--- config.mk ---
export PLATFORM = sky130hd
export DESIGN_NAME = sdram_cmd_arbiter_flat
export DESIGN_NICKNAME = d
export VERILOG_FILES = /design/src/rtl/sdram_cmd_arbiter_pkg.sv /design/src/rtl/sdram_cmd_arbiter_if.sv /design/src/rtl/sdram_cmd_arbiter_refresh_timer.sv /design/src/rtl/sdram_cmd_arbiter.sv /design/src/flat_wrapper.sv
export SDC_FILE = /design/constraint.sdc
export NUM_CORES = 1
export LEC_CHECK = 0
export ABC_CLOCK_PERIOD_IN_PS = 3000
export CORE_AREA = 2 2 65 67
export CTS_BUF_LIST = sky130_fd_sc_hd__clkbuf_16
export DETAILED_ROUTE_END_ITERATION = 10
export DIE_AREA = 0 0 67 69
export GPL_TIMING_DRIVEN = 0
export PLACE_DENSITY_LB_ADDON = 0.05
export SLEW_MARGIN = 15
export SYNTH_ARGS = -nofsm -noshare
export SYNTH_HDL_FRONTEND = slang
export SYNTH_SLANG_ARGS = --single-unit
--- constraint.sdc ---
create_clock -name clk -period 3 [get_ports clk]
set_input_delay 0.9 -clock clk [delete_from_list [all_inputs] [get_ports clk]]
set_output_delay 0.9 -clock clk [all_outputs]
set_load 0.01 [all_outputs]
--- src/rtl/sdram_cmd_arbiter_pkg.sv ---
// Shared definitions for the SDRAM command arbiter: pin command encodings,
// timing defaults, bus widths and the arbiter state encoding.
package sdram_cmd_arbiter_pkg;

  localparam int unsigned CMD_W  = 3;
  localparam int unsigned ADDR_W = 12;
  localparam int unsigned BANK_W = 2;
  localparam int unsigned A10    = 10;

  localparam int unsigned REF_INTERVAL_DEF = 780;
  localparam int unsigned T_RP_DEF         = 2;
  localparam int unsigned T_RFC_DEF        = 7;
  localparam int unsigned REF_MAX_PEND_DEF = 3;

  // {we_n, cas_n, ras_n}
  typedef enum logic [CMD_W-1:0] {
    CMD_NOP   = 3'b111,
    CMD_ACT   = 3'b110,
    CMD_READ  = 3'b101,
    CMD_WRITE = 3'b001,
    CMD_PRE   = 3'b010,
    CMD_REF   = 3'b100
  } sdram_cmd_e;

  typedef enum logic [2:0] {
    ST_IDLE,
    ST_GRANT_RD,
    ST_GRANT_WR,
    ST_REF_PRE,
    ST_REF_CMD
  } arb_state_e;

endpackage

--- src/rtl/sdram_cmd_arbiter_if.sv ---
// Handshake and pin bundle around the SDRAM command arbiter.
// master: front end + read/write engines side; slave: the arbiter.
interface sdram_cmd_arbiter_if;
  import sdram_cmd_arbiter_pkg::*;

  logic              init_done;
  logic              rd_req;
  logic              wr_req;
  logic              rd_ack;
  logic              wr_ack;
  logic              rd_en;
  logic              wr_en;
  logic              rd_finished;
  logic              wr_finished;
  logic [CMD_W-1:0]  rd_cmd;
  logic [ADDR_W-1:0] rd_addr;
  logic [BANK_W-1:0] rd_bank;
  logic [CMD_W-1:0]  wr_cmd;
  logic [ADDR_W-1:0] wr_addr;
  logic [BANK_W-1:0] wr_bank;
  logic [CMD_W-1:0]  sd_cmd;
  logic [ADDR_W-1:0] sd_addr;
  logic [BANK_W-1:0] sd_bank;
  logic              busy;
  logic              ref_overflow;

  modport master (
    output init_done, rd_req, wr_req, rd_finished, wr_finished,
           rd_cmd, rd_addr, rd_bank, wr_cmd, wr_addr, wr_bank,
    input  rd_ack, wr_ack, rd_en, wr_en, sd_cmd, sd_addr, sd_bank,
           busy, ref_overflow
  );

  modport slave (
    input  init_done, rd_req, wr_req, rd_finished, wr_finished,
           rd_cmd, rd_addr, rd_bank, wr_cmd, wr_addr, wr_bank,
    output rd_ack, wr_ack, rd_en, wr_en, sd_cmd, sd_addr, sd_bank,
           busy, ref_overflow
  );

endinterface

--- src/rtl/sdram_cmd_arbiter_refresh_timer.sv ---
// Refresh interval counter, saturating pending-refresh counter and sticky
// overflow flag. A wrap and a serviced refresh on the same cycle cancel.
module sdram_cmd_arbiter_refresh_timer #(
  parameter int unsigned REF_INTERVAL = 780,
  parameter int unsigned REF_MAX_PEND = 3,
  parameter int unsigned PEND_W       = $clog2(REF_MAX_PEND + 1)
) (
  input  logic              clk,
  input  logic              rst,
  input  logic              en,
  input  logic              dec,
  output logic [PEND_W-1:0] pending,
  output logic              overflow
);

  localparam int unsigned CNT_W = $clog2(REF_INTERVAL);
  localparam logic [CNT_W-1:0]  LAST = CNT_W'(REF_INTERVAL - 1);
  localparam logic [PEND_W-1:0] MAX  = PEND_W'(REF_MAX_PEND);

  logic [CNT_W-1:0]  cnt;
  logic [PEND_W-1:0] pend_nxt;
  logic              tick;

  // Wrap detection and next pending count with saturation at both ends
  always_comb begin
    tick     = en && (cnt == LAST);
    pend_nxt = pending;
    if (tick && !dec) begin
      if (pending != MAX) pend_nxt = pending + 1'b1;
    end else if (dec && !tick) begin
      if (pending != '0) pend_nxt = pending - 1'b1;
    end
  end

  // Interval counter, pending counter and sticky overflow
  always_ff @(posedge clk) begin
    if (rst) begin
      cnt      <= '0;
      pending  <= '0;
      overflow <= 1'b0;
    end else begin
      if (en) cnt <= tick ? '0 : cnt + 1'b1;
      pending <= pend_nxt;
      if (pend_nxt == MAX) overflow <= 1'b1;
    end
  end

endmodule

--- src/rtl/sdram_cmd_arbiter.sv ---
// SDRAM command/address pin owner: arbitrates read engine, write engine and
// auto-refresh, and drives the granted source onto the pins (registered).
// Optional build macro SDRAM_ARB_ROUND_ROBIN_EN: alternate read/write on a
// tie; otherwise read wins every tie.
module sdram_cmd_arbiter
  import sdram_cmd_arbiter_pkg::*;
#(
  parameter int unsigned REF_INTERVAL = REF_INTERVAL_DEF,
  parameter int unsigned T_RP         = T_RP_DEF,
  parameter int unsigned T_RFC        = T_RFC_DEF,
  parameter int unsigned REF_MAX_PEND = REF_MAX_PEND_DEF
) (
  input  logic              clk,
  input  logic              rst,
  sdram_cmd_arbiter_if.slave bus
);

  localparam int unsigned PEND_W  = $clog2(REF_MAX_PEND + 1);
  localparam int unsigned DLY_MAX = (T_RP > T_RFC) ? T_RP : T_RFC;
  localparam int unsigned DLY_W   = $clog2(DLY_MAX + 1);

  arb_state_e        state, state_nxt;
  logic [DLY_W-1:0]  dly, dly_nxt;
  logic [CMD_W-1:0]  cmd_q, cmd_nxt;
  logic [ADDR_W-1:0] addr_q, addr_nxt;
  logic [BANK_W-1:0] bank_q, bank_nxt;
  logic              rd_pulse, wr_pulse;
  logic              rd_go, wr_go;
  logic              rd_win, wr_win;
  logic              ref_dec;
  logic [PEND_W-1:0] pending;
  logic              overflow;
`ifdef SDRAM_ARB_ROUND_ROBIN_EN
  logic              last_wr;
`endif

  sdram_cmd_arbiter_refresh_timer #(
    .REF_INTERVAL (REF_INTERVAL),
    .REF_MAX_PEND (REF_MAX_PEND),
    .PEND_W       (PEND_W)
  ) u_refresh_timer (
    .clk      (clk),
    .rst      (rst),
    .en       (bus.init_done),
    .dec      (ref_dec),
    .pending  (pending),
    .overflow (overflow)
  );

  // Resolve simultaneous read/write requests into a single winner
  always_comb begin
    rd_win = 1'b0;
    wr_win = 1'b0;
`ifdef SDRAM_ARB_ROUND_ROBIN_EN
    if (bus.rd_req && bus.wr_req) begin
      rd_win = last_wr;
      wr_win = !last_wr;
    end else begin
      rd_win = bus.rd_req;
      wr_win = bus.wr_req;
    end
`else
    rd_win = bus.rd_req;
    wr_win = bus.wr_req && !bus.rd_req;
`endif
  end

  // Next state and next registered pin values; NOP unless a command is due
  always_comb begin
    state_nxt = state;
    dly_nxt   = dly;
    cmd_nxt   = CMD_NOP;
    addr_nxt  = '0;
    bank_nxt  = '0;
    rd_go     = 1'b0;
    wr_go     = 1'b0;
    ref_dec   = 1'b0;
    case (state)
      ST_IDLE: begin
        if (bus.init_done) begin
          if (pending != '0) begin
            state_nxt     = ST_REF_PRE;
            cmd_nxt       = CMD_PRE;
            addr_nxt[A10] = 1'b1;
            dly_nxt       = DLY_W'(T_RP);
          end else if (rd_win) begin
            state_nxt = ST_GRANT_RD;
            rd_go     = 1'b1;
          end else if (wr_win) begin
            state_nxt = ST_GRANT_WR;
            wr_go     = 1'b1;
          end
        end
      end
      ST_GRANT_RD: begin
        if (bus.rd_finished) begin
          state_nxt = ST_IDLE;
        end else begin
          cmd_nxt  = bus.rd_cmd;
          addr_nxt = bus.rd_addr;
          bank_nxt = bus.rd_bank;
        end
      end
      ST_GRANT_WR: begin
        if (bus.wr_finished) begin
          state_nxt = ST_IDLE;
        end else begin
          cmd_nxt  = bus.wr_cmd;
          addr_nxt = bus.wr_addr;
          bank_nxt = bus.wr_bank;
        end
      end
      ST_REF_PRE: begin
        if (dly == '0) begin
          state_nxt = ST_REF_CMD;
          cmd_nxt   = CMD_REF;
          ref_dec   = 1'b1;
          dly_nxt   = DLY_W'(T_RFC);
        end else begin
          dly_nxt = dly - 1'b1;
        end
      end
      ST_REF_CMD: begin
        if (dly == '0) state_nxt = ST_IDLE;
        else           dly_nxt   = dly - 1'b1;
      end
      default: state_nxt = ST_IDLE;
    endcase
  end

  // State, delay counter, pin registers and grant pulses
  always_ff @(posedge clk) begin
    if (rst) begin
      state    <= ST_IDLE;
      dly      <= '0;
      cmd_q    <= CMD_NOP;
      addr_q   <= '0;
      bank_q   <= '0;
      rd_pulse <= 1'b0;
      wr_pulse <= 1'b0;
    end else begin
      state    <= state_nxt;
      dly      <= dly_nxt;
      cmd_q    <= cmd_nxt;
      addr_q   <= addr_nxt;
      bank_q   <= bank_nxt;
      rd_pulse <= rd_go;
      wr_pulse <= wr_go;
    end
  end

`ifdef SDRAM_ARB_ROUND_ROBIN_EN
  // Remember the last granted side; resets to write so the first tie reads
  always_ff @(posedge clk) begin
    if (rst)        last_wr <= 1'b1;
    else if (rd_go) last_wr <= 1'b0;
    else if (wr_go) last_wr <= 1'b1;
  end
`endif

  assign bus.sd_cmd       = cmd_q;
  assign bus.sd_addr      = addr_q;
  assign bus.sd_bank      = bank_q;
  assign bus.rd_ack       = rd_pulse;
  assign bus.rd_en        = rd_pulse;
  assign bus.wr_ack       = wr_pulse;
  assign bus.wr_en        = wr_pulse;
  assign bus.busy         = (state != ST_IDLE);
  assign bus.ref_overflow = overflow;

endmodule

--- src/flat_wrapper.sv ---
// flat-port wrapper written by rule: the top's interface ports become plain ports
module sdram_cmd_arbiter_flat import sdram_cmd_arbiter_pkg::*;
#(
  parameter int unsigned REF_INTERVAL = REF_INTERVAL_DEF,
  parameter int unsigned T_RP         = T_RP_DEF,
  parameter int unsigned T_RFC        = T_RFC_DEF,
  parameter int unsigned REF_MAX_PEND = REF_MAX_PEND_DEF
)
  (clk, rst, bus_init_done, bus_rd_req, bus_wr_req, bus_rd_finished, bus_wr_finished, bus_rd_cmd, bus_rd_addr, bus_rd_bank, bus_wr_cmd, bus_wr_addr, bus_wr_bank, bus_rd_ack, bus_wr_ack, bus_rd_en, bus_wr_en, bus_sd_cmd, bus_sd_addr, bus_sd_bank, bus_busy, bus_ref_overflow);
  sdram_cmd_arbiter_if bus_i ();
  input  logic clk;
  input  logic rst;
  input wire logic [$bits(bus_i.init_done)-1:0] bus_init_done;
  input wire logic [$bits(bus_i.rd_req)-1:0] bus_rd_req;
  input wire logic [$bits(bus_i.wr_req)-1:0] bus_wr_req;
  input wire logic [$bits(bus_i.rd_finished)-1:0] bus_rd_finished;
  input wire logic [$bits(bus_i.wr_finished)-1:0] bus_wr_finished;
  input wire logic [$bits(bus_i.rd_cmd)-1:0] bus_rd_cmd;
  input wire logic [$bits(bus_i.rd_addr)-1:0] bus_rd_addr;
  input wire logic [$bits(bus_i.rd_bank)-1:0] bus_rd_bank;
  input wire logic [$bits(bus_i.wr_cmd)-1:0] bus_wr_cmd;
  input wire logic [$bits(bus_i.wr_addr)-1:0] bus_wr_addr;
  input wire logic [$bits(bus_i.wr_bank)-1:0] bus_wr_bank;
  output wire logic [$bits(bus_i.rd_ack)-1:0] bus_rd_ack;
  output wire logic [$bits(bus_i.wr_ack)-1:0] bus_wr_ack;
  output wire logic [$bits(bus_i.rd_en)-1:0] bus_rd_en;
  output wire logic [$bits(bus_i.wr_en)-1:0] bus_wr_en;
  output wire logic [$bits(bus_i.sd_cmd)-1:0] bus_sd_cmd;
  output wire logic [$bits(bus_i.sd_addr)-1:0] bus_sd_addr;
  output wire logic [$bits(bus_i.sd_bank)-1:0] bus_sd_bank;
  output wire logic [$bits(bus_i.busy)-1:0] bus_busy;
  output wire logic [$bits(bus_i.ref_overflow)-1:0] bus_ref_overflow;
  assign bus_i.init_done = bus_init_done;
  assign bus_i.rd_req = bus_rd_req;
  assign bus_i.wr_req = bus_wr_req;
  assign bus_i.rd_finished = bus_rd_finished;
  assign bus_i.wr_finished = bus_wr_finished;
  assign bus_i.rd_cmd = bus_rd_cmd;
  assign bus_i.rd_addr = bus_rd_addr;
  assign bus_i.rd_bank = bus_rd_bank;
  assign bus_i.wr_cmd = bus_wr_cmd;
  assign bus_i.wr_addr = bus_wr_addr;
  assign bus_i.wr_bank = bus_wr_bank;
  assign bus_rd_ack = bus_i.rd_ack;
  assign bus_wr_ack = bus_i.wr_ack;
  assign bus_rd_en = bus_i.rd_en;
  assign bus_wr_en = bus_i.wr_en;
  assign bus_sd_cmd = bus_i.sd_cmd;
  assign bus_sd_addr = bus_i.sd_addr;
  assign bus_sd_bank = bus_i.sd_bank;
  assign bus_busy = bus_i.busy;
  assign bus_ref_overflow = bus_i.ref_overflow;
  sdram_cmd_arbiter #(.REF_INTERVAL(REF_INTERVAL), .T_RP(T_RP), .T_RFC(T_RFC), .REF_MAX_PEND(REF_MAX_PEND)) u_core (.clk(clk), .rst(rst), .bus(bus_i));
endmodule
==> reports/metrics.csv <==
stage;metric;value;unit
run_status;status;finished, final reports clean;
floorplan;start_util;46.36;%
cells_and_area;drive_above_1_share;7.194;%
synthesis;synthFlopType;dfxtp_1;
sta;rsz0062_at_grt;no;
floorplan;die_x;67;um
synthesis;synth_edf_count;0;
sta;fin_ws;0.2889;ns
job;cap_violations;0;
worst_setup_path;cp-startpoint;u_core.state[0];
power;p_leak;0.9225;nW
power;peakVddDrop;0.3321;mV
power;p_sw_share;22.64;%
worst_hold_path;hold_depth;1;
placed_design;placed_area;2507;um2
worst_hold_path;hp-class;reg -> reg;
synthesis;synth-seq-cells;38;
synthesis;syn_nets;252;
worst_setup_path;crit_arrival;1.81;ns
cells_and_area;areaGrowthSynthToFinish;46.97;%
global_routing;overflow;0;
routing;drt_iter0_drc;153;
placed_design;globalplace.congestion;0.8286;
placed_design;port_buffers;63;
worst_setup_path;reg2reg_to;u_core.bus.sd_addr[2];
placed_design;placed_cells;321;
worst_setup_path;cp_slowest_stage_delay;0.51;ns
clock_network;worstSkewPairLatency;0.27;ns
worst_setup_path;cp_max_fo;10;
synthesis;synth_top_area_cell;dfxtp_1;
clock_network;cts_root_buf;clkbuf_16;
power;pwr-share-clk;43.0;%
clock_network;cts.clk_slew.worst_paths;0.05;ns
global_routing;antenna_found_initial;0;
placed_design;hpwl;3367;um
clock_network;clkSinkCount;38;
worst_setup_path;crit_chain;buf_2 > nor3_1 > inv_1 > clkdlybuf4s50_1;
synthesis;yosysTopAreaCellShare;41.93;%
worst_hold_path;worstHoldStart;u_core.u_refresh_timer.overflow;
worst_setup_path;path_buf_inv;3;
sta;worst_hold_slack;0.4789;ns
floorplan;std_cell_rows;23;
synthesis;synth_area;1814;um2
synthesis;yosys_warnings;0;
global_routing;grt_max_degree;12;
sta;max_slew_margin;53.74;%
worst_setup_path;worst-r2r-cell-count;5;
power;p_sw;300.0;uW
cells_and_area;antenna_cells;0;
sta;setup_viol;0;
sta;fmax;368.9;MHz
synthesis;synth_area_leaders;dfxtp_1 42%, nor2_1 7.7%, a22oi_1 5.4%;
worst_hold_path;hold-path-endpoint;u_core.u_refresh_timer.overflow;
worst_setup_path;reg2reg_from;u_core.state[1];
worst_setup_path;cpMaxStageDelayCell;clkdlybuf4s50_1;
cells_and_area;stdcell_count;328;
sta;slew_viol_final;0;
routing;drtPass1Iterations;4;
floorplan;core_area;3914;um2
routing;route.detailed.drc;0;
power;internal_power;1.025;mW
cells_and_area;design_area;2666;um2
sta;tightest_slew;0.6920;ns
synthesis;ys_seq_area_share;41.93;%
placed_design;place_ws;0.1727;ns
clock_network;cts_buffer_depth;2;
power;p_comb_share;17.2;%
sta;fin_setup_tns;0;ns
clock_network;ctsResizeCount;0;
floorplan;pin_count;64;
clock_network;hold_buffers;0;
worst_setup_path;criticalPathCategory;reg -> out;
cells_and_area;nNetsFinal;322;
power;power;1.325;mW
routing;antenna_left;0;
synthesis;synth.distinct_cells;46;
routing;routed_via_density;5.305;
worst_setup_path;ff2ff_setup_slack;1.12;ns
routing;wl_per_cell;13.59;um
cells_and_area;final_util;68.13;%
synthesis;syn_avg_cell_area;8.722;um2
floorplan;die_h;69;um
routing;vias;1740;
worst_setup_path;endpoint_kind;output port;
global_routing;grt_pass1_wl;7583;um
global_routing;grt_pass1_vias;1644;
sta;clock_skew;0.005528;ns
clock_network;post_cts.repair.setup_buffers;0;
sta;fin_crit_sh;90.37;%
worst_setup_path;cp-start-kind;flip-flop;
sta;finalHoldViolations;0;
routing;routed_wirelength;4459;um
worst_setup_path;critical_path.top_delay_family;buffers and inverters;
power;p_per_area;496.9;nW/um2
synthesis;ys_async_sr_fraction;0;%
synthesis;synthCells;208;
clock_network;cts_tree;yes;
clock_network;cts_buffers;5;
global_routing;grtUsageTotal;20.91;%
power;seqPwrFrac;39.9;%
sta;fin_crit;2.711;ns
worst_setup_path;worstPathRequired;2.10;ns
clock_network;htree_levels;2;
floorplan;fp.dieArea;4623;um2
-- power groups by stage --
stage                     clock, mW  combinational, mW  sequential [mW]
after floorplan                   0              0.115            0.542
after global placement            0              0.227            0.538
after detailed placement          0              0.228            0.539
after CTS                     0.581              0.229            0.528
after global routing          0.600              0.255            0.529
final                         0.569              0.228            0.528
-- cells by family after synthesis --
kind of cell | count (synthesis) | synth area share (%)
flops | 38 | 41.93
mux | 1 | 0.5517
fa+ha+maj | 4 | 2.621
compound gates | 46 | 18.21
xor+xnor | 9 | 4.345
simple gates | 91 | 27.52
buf+inv | 19 | 4.827
-- how the worst max path moves through the flow --
stage | cells after the start | slack [ns] | end
after floorplan | 5 | 1.0 | u_core.state[0]
after global placement | 5 | 0.24 | u_core.bus.sd_addr[9]
after detailed placement | 5 | 0.17 | u_core.bus.sd_addr[2]
after CTS | 4 | 0.26 | bus_busy
after global routing | 4 | 0.06 | bus_busy
final | 4 | 0.29 | bus_busy
-- flip-flops by register name (all words and copies together) (netlist names) --
| name | count |
|---|---|
| u_core.bus.sd_cmd | 3 |
| u_core.dly | 3 |
| u_core.bus.wr_ack | 1 |
| u_core.u_refresh_timer.cnt | 10 |
| u_core.u_refresh_timer.pending | 2 |
| u_core.bus.sd_addr | 12 |
| u_core.u_refresh_timer.overflow | 1 |
| u_core.bus.rd_ack | 1 |
| u_core.state | 3 |
| u_core.bus.sd_bank | 2 |
-- layout by cell type (no fill, tap or decap), types with 4 or more instances in the layout --
| cell type | n |
|---|---|
| clkdlybuf4s50_1 | 63 |
| dfxtp_1 | 38 |
| nor2_1 | 37 |
| a22oi_1 | 13 |
| nand2_1 | 10 |
| nor3_1 | 7 |
| a21oi_1 | 7 |
| inv_1 | 6 |
| nand4_1 | 6 |
| nand2b_1 | 6 |
| clkbuf_1 | 6 |
| o21ai_0 | 6 |
| xnor2_1 | 5 |
| clkbuf_16 | 5 |
| buf_2 | 4 |
| xor2_1 | 4 |
| nor3b_1 | 4 |
-- cell type report --
cell class / count / area (um2)
Buffer: 13 / 65.06
Clock buffer: 5 / 125.1
Clock inverter: 2 / 33.78
Fill cell: 351 / 1247
Inverter: 6 / 22.52
Multi-Input combinational cell: 151 / 965.9
Sequential cell: 38 / 760.7
Tap cell: 50 / 62.56
Timing Repair Buffer: 63 / 630.6
-- synth_stat cells (5+ instances only) --
cell	number
dfxtp_1	38
nor2_1	37
a22oi_1	13
nand2_1	10
a21oi_1	7
nor3_1	7
clkbuf_1	6
inv_1	6
nand2b_1	6
nand4_1	6
o21ai_0	6
xnor2_1	5
-- per-layer routing --
layer / share of wire (%) / GRT usage (%) / wire [um]
met2: 48 / 31.68 / 2126
met4: 1.0 / 6.122 / 45
met5: 0 / 0 / 0
met1: 45 / 29.23 / 1989
met3: 6.7 / 5.057 / 298
No activity file was read; power rests on OpenSTA's default activity.
